## src/rtl/load_store_unit.sv

```systemverilog
// Load/store sequencer between a synchronous data memory and the 8x8 register file.
// Optional macro LSU_ADDR_CHECK_EN: addresses >= MEM_DEPTH are rejected through the ERR state.
module load_store_unit #(
   parameter int unsigned AW        = 4,
   parameter int unsigned MEM_DEPTH = 16
) (
   input  logic          clk,
   input  logic          reset,
   input  logic          start,
   input  logic          op,
   input  logic [2:0]    rd,
   input  logic [AW-1:0] addr,
   output logic          busy,
   output logic          done,
   output logic          err,
   output logic          rf_write,
   output logic [2:0]    rf_addr,
   output logic [7:0]    rf_wdata,
   input  logic [7:0]    rf_rdata,
   output logic          mem_en,
   output logic          mem_we,
   output logic [AW-1:0] mem_addr,
   output logic [7:0]    mem_wdata,
   input  logic [7:0]    mem_rdata
);

   localparam int unsigned RW = 3;
   localparam int unsigned DW = 8;

   typedef enum logic [2:0] {
      S_IDLE, S_LD_REQ, S_LD_CAP, S_LD_WB, S_ST_RD, S_ST_WR, S_ERR
   } state_t;

   state_t        state, state_d;
   logic [RW-1:0] rd_q, rd_d;
   logic [AW-1:0] addr_q, addr_d;
   logic [DW-1:0] data_q, data_d;
   logic          range_err_c;
   logic          busy_d, done_d, rf_write_d, mem_en_d, mem_we_d;
   logic [RW-1:0] rf_addr_d;

   // Next state, operand capture, and next-cycle values of the registered outputs
   always_comb begin
      state_d    = state;
      rd_d       = rd_q;
      addr_d     = addr_q;
      data_d     = data_q;
      busy_d     = 1'b0;
      done_d     = 1'b0;
      rf_write_d = 1'b0;
      mem_en_d   = 1'b0;
      mem_we_d   = 1'b0;
      rf_addr_d  = '0;

      unique case (state)
         S_IDLE: begin
            if (start) begin
               rd_d   = rd;
               addr_d = addr;
               data_d = '0;
               if (range_err_c) state_d = S_ERR;
               else if (op)     state_d = S_ST_RD;
               else             state_d = S_LD_REQ;
            end
         end
         S_LD_REQ: state_d = S_LD_CAP;
         S_LD_CAP: begin
            data_d  = mem_rdata;
            state_d = S_LD_WB;
         end
         S_LD_WB:  state_d = S_IDLE;
         S_ST_RD: begin
            data_d  = rf_rdata;
            state_d = S_ST_WR;
         end
         S_ST_WR:  state_d = S_IDLE;
         S_ERR:    state_d = S_IDLE;
         default:  state_d = S_IDLE;
      endcase

      // Outputs are registered, so they are decoded from the state being entered
      busy_d     = (state_d != S_IDLE);
      done_d     = (state_d == S_LD_WB) || (state_d == S_ST_WR) || (state_d == S_ERR);
      rf_write_d = (state_d == S_LD_WB);
      mem_en_d   = (state_d == S_LD_REQ) || (state_d == S_ST_WR);
      mem_we_d   = (state_d == S_ST_WR);
      rf_addr_d  = (state_d == S_IDLE) ? '0 : rd_d;
   end

   always_ff @(posedge clk or negedge reset) begin
      if (!reset) begin
         state     <= S_IDLE;
         rd_q      <= '0;
         addr_q    <= '0;
         data_q    <= '0;
         busy      <= 1'b0;
         done      <= 1'b0;
         rf_write  <= 1'b0;
         rf_addr   <= '0;
         rf_wdata  <= '0;
         mem_en    <= 1'b0;
         mem_we    <= 1'b0;
         mem_addr  <= '0;
         mem_wdata <= '0;
      end else begin
         state     <= state_d;
         rd_q      <= rd_d;
         addr_q    <= addr_d;
         data_q    <= data_d;
         busy      <= busy_d;
         done      <= done_d;
         rf_write  <= rf_write_d;
         rf_addr   <= rf_addr_d;
         rf_wdata  <= data_d;
         mem_en    <= mem_en_d;
         mem_we    <= mem_we_d;
         mem_addr  <= addr_d;
         mem_wdata <= data_d;
      end
   end

`ifdef LSU_ADDR_CHECK_EN
   logic err_d;

   assign range_err_c = (32'(addr) >= MEM_DEPTH);
   assign err_d       = (state_d == S_ERR);

   always_ff @(posedge clk or negedge reset) begin
      if (!reset) err <= 1'b0;
      else        err <= err_d;
   end
`else
   assign range_err_c = 1'b0;
   assign err         = 1'b0;

   // MEM_DEPTH only shapes the range comparator, which this build omits
   if (MEM_DEPTH == 0) begin : g_depth_unused
   end
`endif

endmodule

```

## config.mk

```make
export PLATFORM = sky130hd
export DESIGN_NAME = load_store_unit
export DESIGN_NICKNAME = d
export VERILOG_FILES = /design/src/rtl/load_store_unit.sv
export SDC_FILE = /design/constraint.sdc
export NUM_CORES = 1
export LEC_CHECK = 0
export CAP_MARGIN = 10
export CELL_PAD_IN_SITES_DETAIL_PLACEMENT = 1
export CELL_PAD_IN_SITES_GLOBAL_PLACEMENT = 2
export CORE_MARGIN = 3
export CORE_UTILIZATION = 26
export DETAILED_ROUTE_END_ITERATION = 8
export GPL_TIMING_DRIVEN = 0
export PLACE_DENSITY_LB_ADDON = 0.3
export REMOVE_ABC_BUFFERS = 1
export SYNTH_ARGS = -nofsm -noshare
export SYNTH_HDL_FRONTEND = slang
export SYNTH_SLANG_ARGS = --single-unit
export TNS_END_PERCENT = 30
```

## constraint.sdc

```tcl
create_clock -name clk -period 4.7 [get_ports clk]
set_input_delay 0.47 -clock clk [delete_from_list [all_inputs] [get_ports clk]]
set_output_delay 0.47 -clock clk [all_outputs]
set_load 0.02 [all_outputs]
```

==> flow_summary_export.csv <==
group,metric,value,unit
place,dp_hpwl,1904,µm
setup_path,cp_slowest_stage_delay,550,ps
logic_synthesis,synth_sequential_area_ratio,58.23,%
timing,fin_setup_tns,0,ps
logic_synthesis,synth_edf_count,0,
die,start_util,27.34,%
route,drtIter0Drc,11,
power_and_ir_drop,p_leak,0.7542,nW
clock_tree,clock_sinks,26,
timing,post-route-min-period,1888,ps
route,drc_errors,0,
setup_path,critPathSlowestCell,"clkdlybuf4s50_1",
power_and_ir_drop,clkPwrFrac,15.9,%
logic_synthesis,synth.avg_cell_area,13.30,µm²
setup_path,cp.arrival,2050,ps
setup_path,crit_buf_inv,1,
route,first_pass_iters,3,
clock_tree,numCtsBuffers,3,
power_and_ir_drop,p_sw_share,36.14,%
global_route,grt_pass1_vias,924,
global_route,track_usage,10.84,%
power_and_ir_drop,p_int,0.7363,mW
die,fp.coreArea,0.004086,mm²
logic_synthesis,yosysMostFrequentCell,"dfrtp_1",
layout,fill_cells,434,
place,portBuffers,54,
setup_path,worst-setup-path-type,"in -> reg",
run,cap_violations,0,
die,io_pins,56,
layout,n_antenna_cell,0,
logic_synthesis,yosysTopAreaCell,"dfrtp_1",
logic_synthesis,async_reset_ff_share,100.0,%
outcome,status,"finished clean",
clock_tree,htree_num_levels,1,
layout,drive_gt1_share,12.31,%
timing,finalClockSkew,3.020,ps
global_route,grt_max_degree,27,
die,die-area,0.005120,mm²
clock_tree,post_cts_buffers,0,
logic_synthesis,synthTopCellsByCount,"dfrtp_1 (26), buf_4 (10), a21o_1 (8), a22o_1 (8), mux2_2 (7)",
timing,hold_ws,188.9,ps
setup_path,start_kind,"input port",
timing,post-route-period-util,40.16,%
setup_path,path_cells,"clkdlybuf4s50_1 -> nor4b_4 -> mux2_2 -> nor2b_1",
timing,finalWorstSetupSlack,2813,ps
timing,setup_viol,0,
timing,fmax,0.5298,GHz
setup_path,cp-end-kind,"register",
power_and_ir_drop,ir_worst_vdd,219.8,µV
clock_tree,cts_tree,"built",
place,gp_congestion,0.6348,
logic_synthesis,synth_cell_types,22,
setup_path,worstPathRequired,4860,ps
timing,hold_viol_final,0,
logic_synthesis,synth_cells,84,
route,postRouteAntennaNets,0,
route,wire_per_inst,14.09,µm
logic_synthesis,synthesis.yosys.warnings,0,
clock_tree,clock_path_buffers,2,
clock_tree,cts-root-buf,"clkbuf_8",
power_and_ir_drop,p_per_area,682.5,mW/mm²
logic_synthesis,synth_seq_cells,26,
clock_tree,holdBufCountCts,0,
place,pre_cts_ws,2500,ps
timing,tightest_slew,984.3,ps
die,rows,23,
timing,slew_violations,0,
global_route,gr-total-overflow,0,
worst_hold_path,hp-class,"in -> async",
timing,relSlewSlack,33.82,%
die,die_w,71.56,µm
setup_path,cp_top_family,"simple AND/OR/NAND/NOR gates",
layout,area_growth,51.18,%
layout,post-route-util,41.34,%
timing,grt_setup_unrepaired,"no",
clock_tree,clk-insertion-delay-late,270,ps
route,routed_wl,2536,µm
logic_synthesis,yosysTopAreaCellShare,58.23,%
logic_synthesis,syn_area,0.001117,mm²
die,die_h,71.56,µm
power_and_ir_drop,combPwrFrac,49.1,%
clock_tree,clkTransAtPathRegs,90,ps
logic_synthesis,synthFlopType,"dfrtp_1",
layout,fin_nets,158,
logic_synthesis,synthTopCellsByArea,"dfrtp_1 (58%), mux2_2 (7.1%), buf_4 (6.7%), a22o_1 (6.3%), a21o_1 (5.4%)",
route,vias_per_cell,4.561,
power_and_ir_drop,p_switching,0.4166,mW
setup_path,cp_max_fo,7,
global_route,grt_pass1_wl,4291,µm
clock_tree,cts-resized-gates,0,
route,vias,821,
power_and_ir_drop,sequentialPowerShare,35.0,%
global_route,antenna_found_initial,0,
## kinds of logic after synthesis
family,Yosys count,share of synthesized area (%)
AO/OA/AOI/OAI,21,14.33
XOR/XNOR,1,0.7840
buffers and inverters,14,9.406
flip-flops,26,58.23
multiplexers,7,7.055
other,1,0.3356
AND/OR/NAND/NOR,14,9.853
## sequential cells by signal, indices dropped and copies added, names as in the netlist
name	count
mem_we	1
rf_addr	3
rf_write	1
busy	1
done	1
rd_q	3
mem_en	1
state	3
addr_q	4
data_q	8
## metal layers
metal / up-vias / global-route usage (%) / part of all wire [%] / wire [µm]
li1: 377 / - / - / -
met1: 399 / 12.00 / 41 / 1040
met2: 41 / 18.06 / 46 / 1179
met3: 4 / 4.488 / 11 / 273
met4: 0 / 5.010 / 1.7 / 42
met5: - / 0 / 0 / 0
## placed cells by master, fill, tap and decap left out, drive strengths merged, types with 2 or more instances in the layout
master	count
clkdlybuf4s50	53
a21o	8
mux2	7
a22o	8
nor3b	2
clkbuf	3
a21oi	2
nor3	2
dfrtp	26
nor2b	4
inv	2
## worst paths after layout
check | startpoint | endpoint | slack [ps] | depth (start not counted)
max | start | rf_addr[2] | 2810 | 4
min | reset | mem_en | 190 | 1
max reg2reg | state[0] | rf_addr[2] | 2960 | 3
min reg2reg | rd_q[1] | rd_q[1] | 500 | 1
max in group asynchronous | reset | addr_q[0] | 4130 | 1
min in group clk | rd_q[1] | rd_q[1] | 500 | 1
## power groups by stage
stage	clock network (mW)	registers, mW	logic, mW
finish	0.183	0.403	0.567
CTS	0.193	0.405	0.580
detailed placement	0	0.409	0.579
global placement	0	0.400	0.569
global route	0.200	0.420	0.616
floorplan	0	0.521	0.185
## cell type report
class / count / area (µm²) / area share, %
clock inverter: 1 / 30.03 / 1.778
clock buffer: 3 / 41.29 / 2.444
sequential: 26 / 650.6 / 38.52
timing repair buffer: 54 / 535.5 / 31.70
tap: 50 / 62.56 / 3.704
multi-input combinational: 44 / 361.6 / 21.41
inverter: 2 / 7.507 / 0.4444
## metrics by stage
stage / power, mW / area, µm² / std cells
final: 1.153 / 1689 / 180
after global routing: 1.236 / 1689 / 180
after CTS: 1.178 / 1694 / 180
after detailed placement: 0.9875 / 1623 / 176
after global placement: 0.9692 / 1623 / 176
after floorplan: 0.7057 / 1020 / 72
Note: power is estimated with default switching activity, not from simulation.
